--- config.mk ---
export PLATFORM = sky130hd
export DESIGN_NAME = empaquetador_bytes
export DESIGN_NICKNAME = d
export VERILOG_FILES = /design/src/rtl/empaquetador_bytes.sv
export SDC_FILE = /design/constraint.sdc
export NUM_CORES = 1
export LEC_CHECK = 0
export ABC_AREA = 1
export CORE_ASPECT_RATIO = 0.7
export CORE_MARGIN = 1.5
export CORE_UTILIZATION = 29
export CTS_CLUSTER_DIAMETER = 40
export DETAILED_ROUTE_END_ITERATION = 8
export PLACE_DENSITY = 0.58
export SETUP_SLACK_MARGIN = 0.2
export SLEW_MARGIN = 20
export SYNTH_ARGS = -nofsm -noshare
export SYNTH_HDL_FRONTEND = slang
export SYNTH_SLANG_ARGS = --single-unit
export TNS_END_PERCENT = 5
--- constraint.sdc ---
create_clock -name clk -period 2.1 [get_ports clk]
set_clock_uncertainty 0.2 [all_clocks]
set_input_delay 0.525 -clock clk [delete_from_list [all_inputs] [get_ports clk]]
set_output_delay 0.525 -clock clk [all_outputs]
set_load 0.01 [all_outputs]
--- src/rtl/empaquetador_bytes.sv ---
// empaquetador_bytes: packs four accepted 2-bit words into one byte.
// Completed bytes are queued in a small FIFO that feeds a byte-wide
// valid/ready consumer. A word offered while ready_out is low is dropped
// and sets a sticky overflow flag.
module empaquetador_bytes #(
  parameter int DEPTH     = 4,
  parameter bit MSB_FIRST = 1'b1
) (
  input  logic       clk,
  input  logic       reset_L,     // active-high asynchronous reset
  input  logic [1:0] data_in,
  input  logic       valid_in,
  input  logic       flush,
  output logic       ready_out,
  output logic [7:0] data_out,
  output logic       valid_out,
  input  logic       ready_in,
  output logic [1:0] word_count,
  output logic       overflow
);

  localparam int AW = $clog2(DEPTH);
  localparam logic [AW:0] FULL = (AW + 1)'(DEPTH);

  logic [7:0]    shreg;
  logic [7:0]    mem [DEPTH];
  logic [AW-1:0] wr_ptr;
  logic [AW-1:0] rd_ptr;
  logic [AW:0]   fifo_count;

  logic          accept;
  logic          push;
  logic          pop;
  logic [2:0]    shamt;
  logic [7:0]    slot_bits;
  logic [7:0]    packed_byte;

  // Position the incoming word in its slot and merge it with the held words
  always_comb begin
    shamt = 3'd0;
    if (MSB_FIRST) shamt = 3'd6 - {word_count, 1'b0};
    else           shamt = {word_count, 1'b0};
    slot_bits   = {6'b000000, data_in} << shamt;
    packed_byte = shreg | slot_bits;
  end

  // Handshake decode; ready_out depends on registered state only, so a pop
  // in the same cycle never raises it
  always_comb begin
    ready_out = !((word_count == 2'd3) && (fifo_count == FULL));
    valid_out = (fifo_count != '0);
    data_out  = valid_out ? mem[rd_ptr] : 8'h00;
    accept    = valid_in & ready_out;
    push      = accept & ~flush & (word_count == 2'd3);
    pop       = valid_out & ready_in;
  end

  // Partial-group assembly; flush wins over a word accepted on the same edge
  always_ff @(posedge clk or posedge reset_L) begin
    if (reset_L) begin
      shreg      <= 8'h00;
      word_count <= 2'd0;
    end else if (flush) begin
      shreg      <= 8'h00;
      word_count <= 2'd0;
    end else if (accept) begin
      if (word_count == 2'd3) begin
        shreg      <= 8'h00;
        word_count <= 2'd0;
      end else begin
        shreg      <= packed_byte;
        word_count <= word_count + 2'd1;
      end
    end
  end

  // FIFO pointers and occupancy; pointers wrap naturally since DEPTH is 2^AW
  always_ff @(posedge clk or posedge reset_L) begin
    if (reset_L) begin
      wr_ptr     <= '0;
      rd_ptr     <= '0;
      fifo_count <= '0;
    end else begin
      if (push) wr_ptr <= wr_ptr + 1'b1;
      if (pop)  rd_ptr <= rd_ptr + 1'b1;
      case ({push, pop})
        2'b10:   fifo_count <= fifo_count + 1'b1;
        2'b01:   fifo_count <= fifo_count - 1'b1;
        default: fifo_count <= fifo_count;
      endcase
    end
  end

  // FIFO storage; contents behind an empty FIFO are never visible
  always_ff @(posedge clk) begin
    if (push) mem[wr_ptr] <= packed_byte;
  end

  // Sticky overflow: a valid word arrived while the block could not take it
  always_ff @(posedge clk or posedge reset_L) begin
    if (reset_L)                    overflow <= 1'b0;
    else if (valid_in && !ready_out) overflow <= 1'b1;
  end

endmodule

==> impl_results.md, run 1 <==
- Run status: complete, but fails checks
- Failing checks: setup timing
- Area Growth Syn to Fin: 34.11%
- Final worst slack: -0.009591 ns
- Synth Area in XOR/XNOR: 0.7568%
- Chip Width: 109.8 microns
- Clock Pin Slew Worst Setup and Hold Paths: 0.07 ns
- Mux cell area share after synthesis: 0%
- Slowest stage delay, CP: 0.40 ns
- Buf+Inv Stages, Crit Path: 4
- Count leader, synth: nor2_1
- EDFF count, synth: 32
- CP arrival: 1.38 ns
- H-tree levels: 2
- Overflow after GRT: 0
- Synthesized instance count: 221
- Share of the synthesized area in the top cell type: 41.51%
- Routed len/inst: 12.80 microns
- First-pass GRT wire length: 8597 microns
- CTS sink count: 50
- Met1 track demand over resource: 18.67%
- Inserted Diodes: 0
- Post-synthesis adder-cell area fraction: 4.108%
- Vias per cell: 4.365
- Compound-gate portion of the synthesized area: 9.838%
- Crit share post-route: 100.5%
- Slew Viols, Final: 0
- Leak Pwr: 1.281 nW
- CP max-delay cell: dfrtp_1
- Port bufs: 19
- Die Area: 8535 sq um
- Max Cap Violations: 0
- Syn Area/Cell: 10.47 sq um
- Met2 Usage GRT: 21.24%
- Reg area: 1414 sq um
- CP cell instances: buf_6, inv_4, buf_6, o21ai_1, a21oi_2, buf_2
- Slew HR: 82.23%
- Area contributors post-synth: edfxtp_1, dfrtp_1, nor2_1, o21ai_0, nand2_1
- VDD IR max: 0.5311 mV
- Vias in the first global route: 1,755
- Final Wtd Congestion: 0.7889
- GR Util All Layers: 13.36%
- TritonCTS clock tree: built
- CP Class: reg2out
- Hold/Removal Path Class: reg2reg
- Simple-gate share of the synthesized area: 17.73%
- Final hold vios: 0
- Final ANT Viol Nets: 0
- Core Rows: 27
- Pin count of the biggest net entering global routing: 19
- Clock tree buffer depth: 2
- Critical path required time: 1.37 ns
- Placed Instance Area: 2868 sq um
- Distinct cells, synth: 25
- Clock latency on the worst-skew pair: 0.28 ns
- Power Density: 1133 nW/um^2
- Dpl hpwl: 3376 microns
- F_max: 0.4740 GHz
- CP endpoint kind: output port
- Initial antenna violation count: 0
- Sequential-to-total area share from yosys stat: 60.97%
- Area occupied by multi-input gates: 832.0 sq um
- Mapped Area: 2315 sq um
- Crit-path most repeated cell: buf_6
- Synth async-reset ratio: 36.00%
- Height of the die: 77.75 microns
- Starting Density: 29.66%
- CP Max Fanout: 6
- Tot Pwr: 3.516 mW
- Number of DRC markers in iteration 0: 97
- Ratio of cells with drive above 1 in the final layout: 32.14%
- Via count: 1,663
- Largest delay share family, worst path: buffers and inverters
- Clock Root Buffer: clkbuf_16
- Core Util, Final: 39.78%
- I/O pins: 20
- Final Cell Area: 3104 sq um
- Finish-stage setup viols: 3
- DRT Wirelength: 4878 microns
- Main synth FF type: edfxtp_1
- Grt peak-use layer: met2
- DRC Markers: 0
- Tightest Pin Transition: 0.2665 ns
- Hold buffer count at cts: 0
- Total CTS buffers: 5
- Final Critical Period: 2.110 ns
- Area leader, netlist: edfxtp_1
- Yosys reg bits: 50
- Ys Warns: 0
- Syn_nets: 235
- Drt pass-1 iters: 4
- Startpoint Class: flip-flop
- Post-synth top cells: nor2_1, edfxtp_1, nand2_1
- Largest family of logic cells by synthesized area: simple AND/OR/NAND/NOR gates
- RSZ-0062 raised after global routing: yes
- Global-route met3 utilization: 3.277%
- Core area: 7804 sq um
- Fillers: 753
- Final nets: 293
routing by layer:
layer	routed length, microns	vias to the layer above
li1	-	855
met3	169	2
met5	0	-
met4	23	0
met2	2227	26
met1	2459	780
path summary, 6_finish.rpt:
path / startpoint / to / slack (ns) / cells after the start
setup reg to reg: fifo_count[1] / fifo_count[2] / 0.15 / 11
hold / removal: overflow / overflow / 0.28 / 1
max in group asynchronous: reset_L / word_count[0] / 1.11 / 3
hold reg to reg: overflow / overflow / 0.28 / 1
setup / recovery: rd_ptr[0] / data_out[5] / -0.01 / 6
min in group asynchronous: reset_L / shreg[3] / 0.36 / 3
stage by stage:
step                      hold WS, ns  instances  worst slack (ns)  TNS [ns]
after floorplan                0.2634        221            0.1860         0
after global placement         0.2770        369           -0.2992    -3.050
final                          0.2840        381         -0.009591  -0.02023
after global routing           0.3295        381           -0.1341   -0.7061
after detailed placement       0.2816        369           -0.3166    -3.679
after CTS                      0.2948        380          -0.01951   -0.1008
report_power, final:
group | switching, mW | internal (mW)
combinational | 0.788 | 0.715
sequential | 0.0617 | 1.13
clock | 0.366 | 0.456
total | 1.22 | 2.30
cell usage in the layout, fill, tap and decap left out, types with 7 or more instances in the layout:
| master | Yosys | routed |
|---|---|---|
| buf_2 | 2 | 8 |
| buf_4 | 0 | 29 |
| buf_6 | 2 | 9 |
| dfrtp_1 | 18 | 16 |
| edfxtp_1 | 32 | 32 |
| inv_1 | 25 | 22 |
| nand2_1 | 27 | 25 |
| nand3_1 | 14 | 14 |
| nor2_1 | 41 | 40 |
| o21ai_0 | 21 | 7 |
| o21ai_1 | 7 | 14 |
| o21ai_2 | 2 | 9 |
area by class of cell:
type	instances	share of cell area, %
flip-flops and latches	50	45.55
multi-input cells	138	26.80
repair buffers	56	14.95
well taps	101	4.071
clock buffers	5	4.031
inverters	28	3.668
clock inverters	3	0.9270
flip-flops by register name (all words and copies together), names as in the netlist:
register    count
rd_ptr          2
fifo_count      3
word_count      2
mem            32
wr_ptr          2
overflow        1
shreg           8
cell families (layout without fill, tap and decap cells):
| logic type | after synthesis | after routing |
|---|---|---|
| simple gates | 88 | 88 |
| flops | 50 | 50 |
| compound gates | 41 | 41 |
| buf+inv | 33 | 92 |
| fa+ha+maj | 7 | 7 |
| xor+xnor | 2 | 2 |
repair_timing:
item                                    CTS  global route
setup buffers                             2             1
endpoints found under the setup margin   15            14
resized for setup                        84             8
endpoints found under the hold margin     0             0
cloned                                    1             0
pin swaps                                17             7
Power figures use the tool's default switching activity.
==> run 2: changes to the inputs <==
- PLACE_DENSITY: 0.58 -> unset
- PLACE_DENSITY_LB_ADDON: unset -> 0.2
==> impl_results.md, run 2 (synthesis gave the netlist of run 1 again) <==
- R2R Path Start: fifo_count[1] (unchanged)
- DRC Markers: 0 (unchanged)
- Initial antenna violation count: 0 (unchanged)
- Slew Viols, Final: 0 (unchanged)
- TritonCTS clock tree: built (unchanged)
- Hold Path Origin: overflow (unchanged)
- Top flop regs: mem x32, shreg x8, fifo_count x3 (unchanged)
- Core area: 7804 sq um (unchanged)
- I/O pins: 20 (unchanged)
- Max reg flops: 32 (unchanged)
- Vias per cell: 4.437 (was 4.365)
- Total CTS buffers: 5 (unchanged)
- First-pass GRT wire length: 8825 microns (was 8597 microns)
- CP Class: reg2out (unchanged)
- Clock Root Buffer: clkbuf_16 (unchanged)
- Height of the die: 77.75 microns (unchanged)
- Final hold vios: 0 (unchanged)
- Final nets: 294 (was 293)
- Dpl hpwl: 3539 microns (was 3376 microns)
- Hold Path Cell Cnt: 1 (unchanged)
- Routed len/inst: 13.71 microns (was 12.80 microns)
- Final Cell Area: 3204 sq um (was 3104 sq um)
- Run status: complete, but fails checks (unchanged)
- CP endpoint kind: output port (unchanged)
- Commonest non-fill, non-tap cell in the layout: nor2_1 (unchanged)
- Clock Pin Slew Worst Setup and Hold Paths: 0.07 ns (about the same)
- Chip Width: 109.8 microns (unchanged)
- Slew HR: 83.56% (was 82.23%)
- Largest delay share family, worst path: flip-flops (was buffers and inverters)
- CP Max Fanout: 4 (was 6)
- RSZ-0062 raised after global routing: yes (unchanged)
- Failing checks: setup timing (unchanged)
- CP max-delay cell: dfrtp_2 (was dfrtp_1)
- Placed Instance Area: 2885 sq um (was 2868 sq um)
- Critical path required time: 1.37 ns (about the same)
- R2r setup slk: 0.17 ns (was 0.15 ns)
- Clock tree buffer depth: 2 (unchanged)
- Commonest cells after routing, fill and taps aside: nor2_1, edfxtp_1, buf_4 (unchanged)
- Critical Path Start: rd_ptr[0] (unchanged)
- Tightest Pin Transition: 0.2463 ns (was 0.2665 ns)
- Port bufs: 19 (unchanged)
- Pin count of the biggest net entering global routing: 19 (unchanged)
- Final Critical Period: 2.147 ns (was 2.110 ns)
- Finish-stage setup viols: 8 (was 3)
- Clock latency on the worst-skew pair: 0.29 ns (was 0.28 ns)
- Worst path depth: 7 (was 6)
- Power Density: 1171 nW/um^2 (was 1133 nW/um^2)
- Leak Pwr: 1.317 nW (was 1.281 nW)
- CP cell instances: buf_12, buf_16, nor2_4, nor2_2, o21ai_2, a21oi_2, buf_2 (was buf_6, inv_4, buf_6, o21ai_1, a21oi_2, buf_2)
- Buf+Inv Stages, Crit Path: 3 (was 4)
- Ratio of cells with drive above 1 in the final layout: 33.81% (was 32.14%)
- Overflow after GRT: 0 (unchanged)
- Reg area: 1415 sq um (was 1414 sq um)
- VDD IR max: 0.4580 mV (was 0.5311 mV)
- DRT Wirelength: 5236 microns (was 4878 microns)
- Area Growth Syn to Fin: 38.43% (was 34.11%)
- Max Cap Violations: 0 (unchanged)
- Area occupied by multi-input gates: 858.3 sq um (was 832.0 sq um)
- F_max: 0.4658 GHz (was 0.4740 GHz)
- Tot Pwr: 3.751 mW (was 3.516 mW)
- Core Rows: 27 (unchanged)
- Hold/Removal Path Class: reg2reg (unchanged)
- Largest reg by FF count: mem (unchanged)
- Number of DRC markers in iteration 0: 111 (was 97)
- Slowest stage delay, CP: 0.42 ns (was 0.40 ns)
- Vias in the first global route: 1,678 (was 1,755)
- Via count: 1,695 (was 1,663)
- H-tree levels: 2 (unchanged)
- Final ANT Viol Nets: 0 (unchanged)
- Hold buffer count at cts: 0 (unchanged)
- Startpoint Class: flip-flop (unchanged)
- Final worst slack: -0.04696 ns (was -0.009591 ns)
- CP endpoint: data_out[1] (was data_out[5])
- Fillers: 751 (was 753)
- Inserted Diodes: 0 (unchanged)
- Drt pass-1 iters: 4 (unchanged)
- Crit share post-route: 102.2% (was 100.5%)
- Reg2Reg Capture Point: fifo_count[2] (unchanged)
- CTS sink count: 50 (unchanged)
- Reg2Reg Depth: 11 (unchanged)
- CP arrival: 1.42 ns (was 1.38 ns)
- Starting Density: 29.66% (unchanged)
- Die Area: 8535 sq um (unchanged)
- GR Util All Layers: 13.93% (was 13.36%)
- Core Util, Final: 41.06% (was 39.78%)
- Final Wtd Congestion: 0.7166 (was 0.7889)
==> run 2: changes by cell type in the layout (fill, tap and decap cells not counted), sizes merged <==
cell	change
buf	+1
clkinv	+1
inv	-1
==> run 2: final cells by class <==
cell class              count  share of cell area (%)
inverters                  28                   3.788
flip-flops and latches     50                   44.16
multi-input cells         138                   26.79
well taps                 101                   3.944
clock inverters             3                  0.8981
clock buffers               5                   3.905
repair buffers             57                   16.52
==> run 2: worst min-delay path by stage <==
stage          slack (ns)             to
2_1_floorplan        0.26  fifo_count[0]
3_3_place_gp         0.26       overflow
3_5_place_dp         0.27       overflow
4_1_cts              0.29       overflow
5_1_grt              0.32       overflow
6_report             0.28       overflow
==> run 2: through the flow <==
step | hold slack, ns | setup slack (ns) | instances | TNS (ns)
after CTS | 0.2857 | -0.05178 | 382 | -0.3253
after global routing | 0.3171 | -0.1228 | 382 | -0.8190
after global placement | 0.2625 | -0.2992 | 368 | -2.768
final | 0.2793 | -0.04696 | 382 | -0.2389
after floorplan | 0.2634 | 0.1860 | 221 | 0
after detailed placement | 0.2734 | -0.3531 | 368 | -3.774
==> run 2: worst register-to-register path: stages (launching register included) <==
cell and delay, ns:
dfrtp_1 0.41, nor2_4 0.14, buf_6 0.13, nand2_4 0.04, nand4_4 0.07, ha_4 0.14, inv_4 0.03, fa_2 0.32
nor2_1 0.11, nor2_1 0.06, nand2_1 0.07, xor2_1 0.13
==> run 2: metal layers <==
layer,vias to the layer above,global-route usage (%),share of wire [%]
met5,-,0,0
met1,815,20.16,51
met2,27,21.12,45
met4,0,3.117,0.46
met3,2,3.193,3.0
li1,851,-,-
==> run 2: what timing repair did <==
item	4_1_cts	5_1_grt
resized for setup	97	6
setup buffers	4	0
cloned	2	0
pin swaps	22	11
setup endpoints to repair	15	13
endpoints found under the hold margin	0	0
==> run 2: where the power goes <==
part           switching (mW)  internal [mW]  total (mW)  leakage, nW
Sequential             0.0748           1.13        1.21        0.522
Combinational           0.855          0.857        1.71        0.720
Clock                   0.379          0.455       0.834       0.0759
==> run 3: changes to the inputs <==
- CAP_MARGIN: unset -> 20
==> results of run 3 <==
The final DEF is identical to that of run 2; final timing and power are the same.
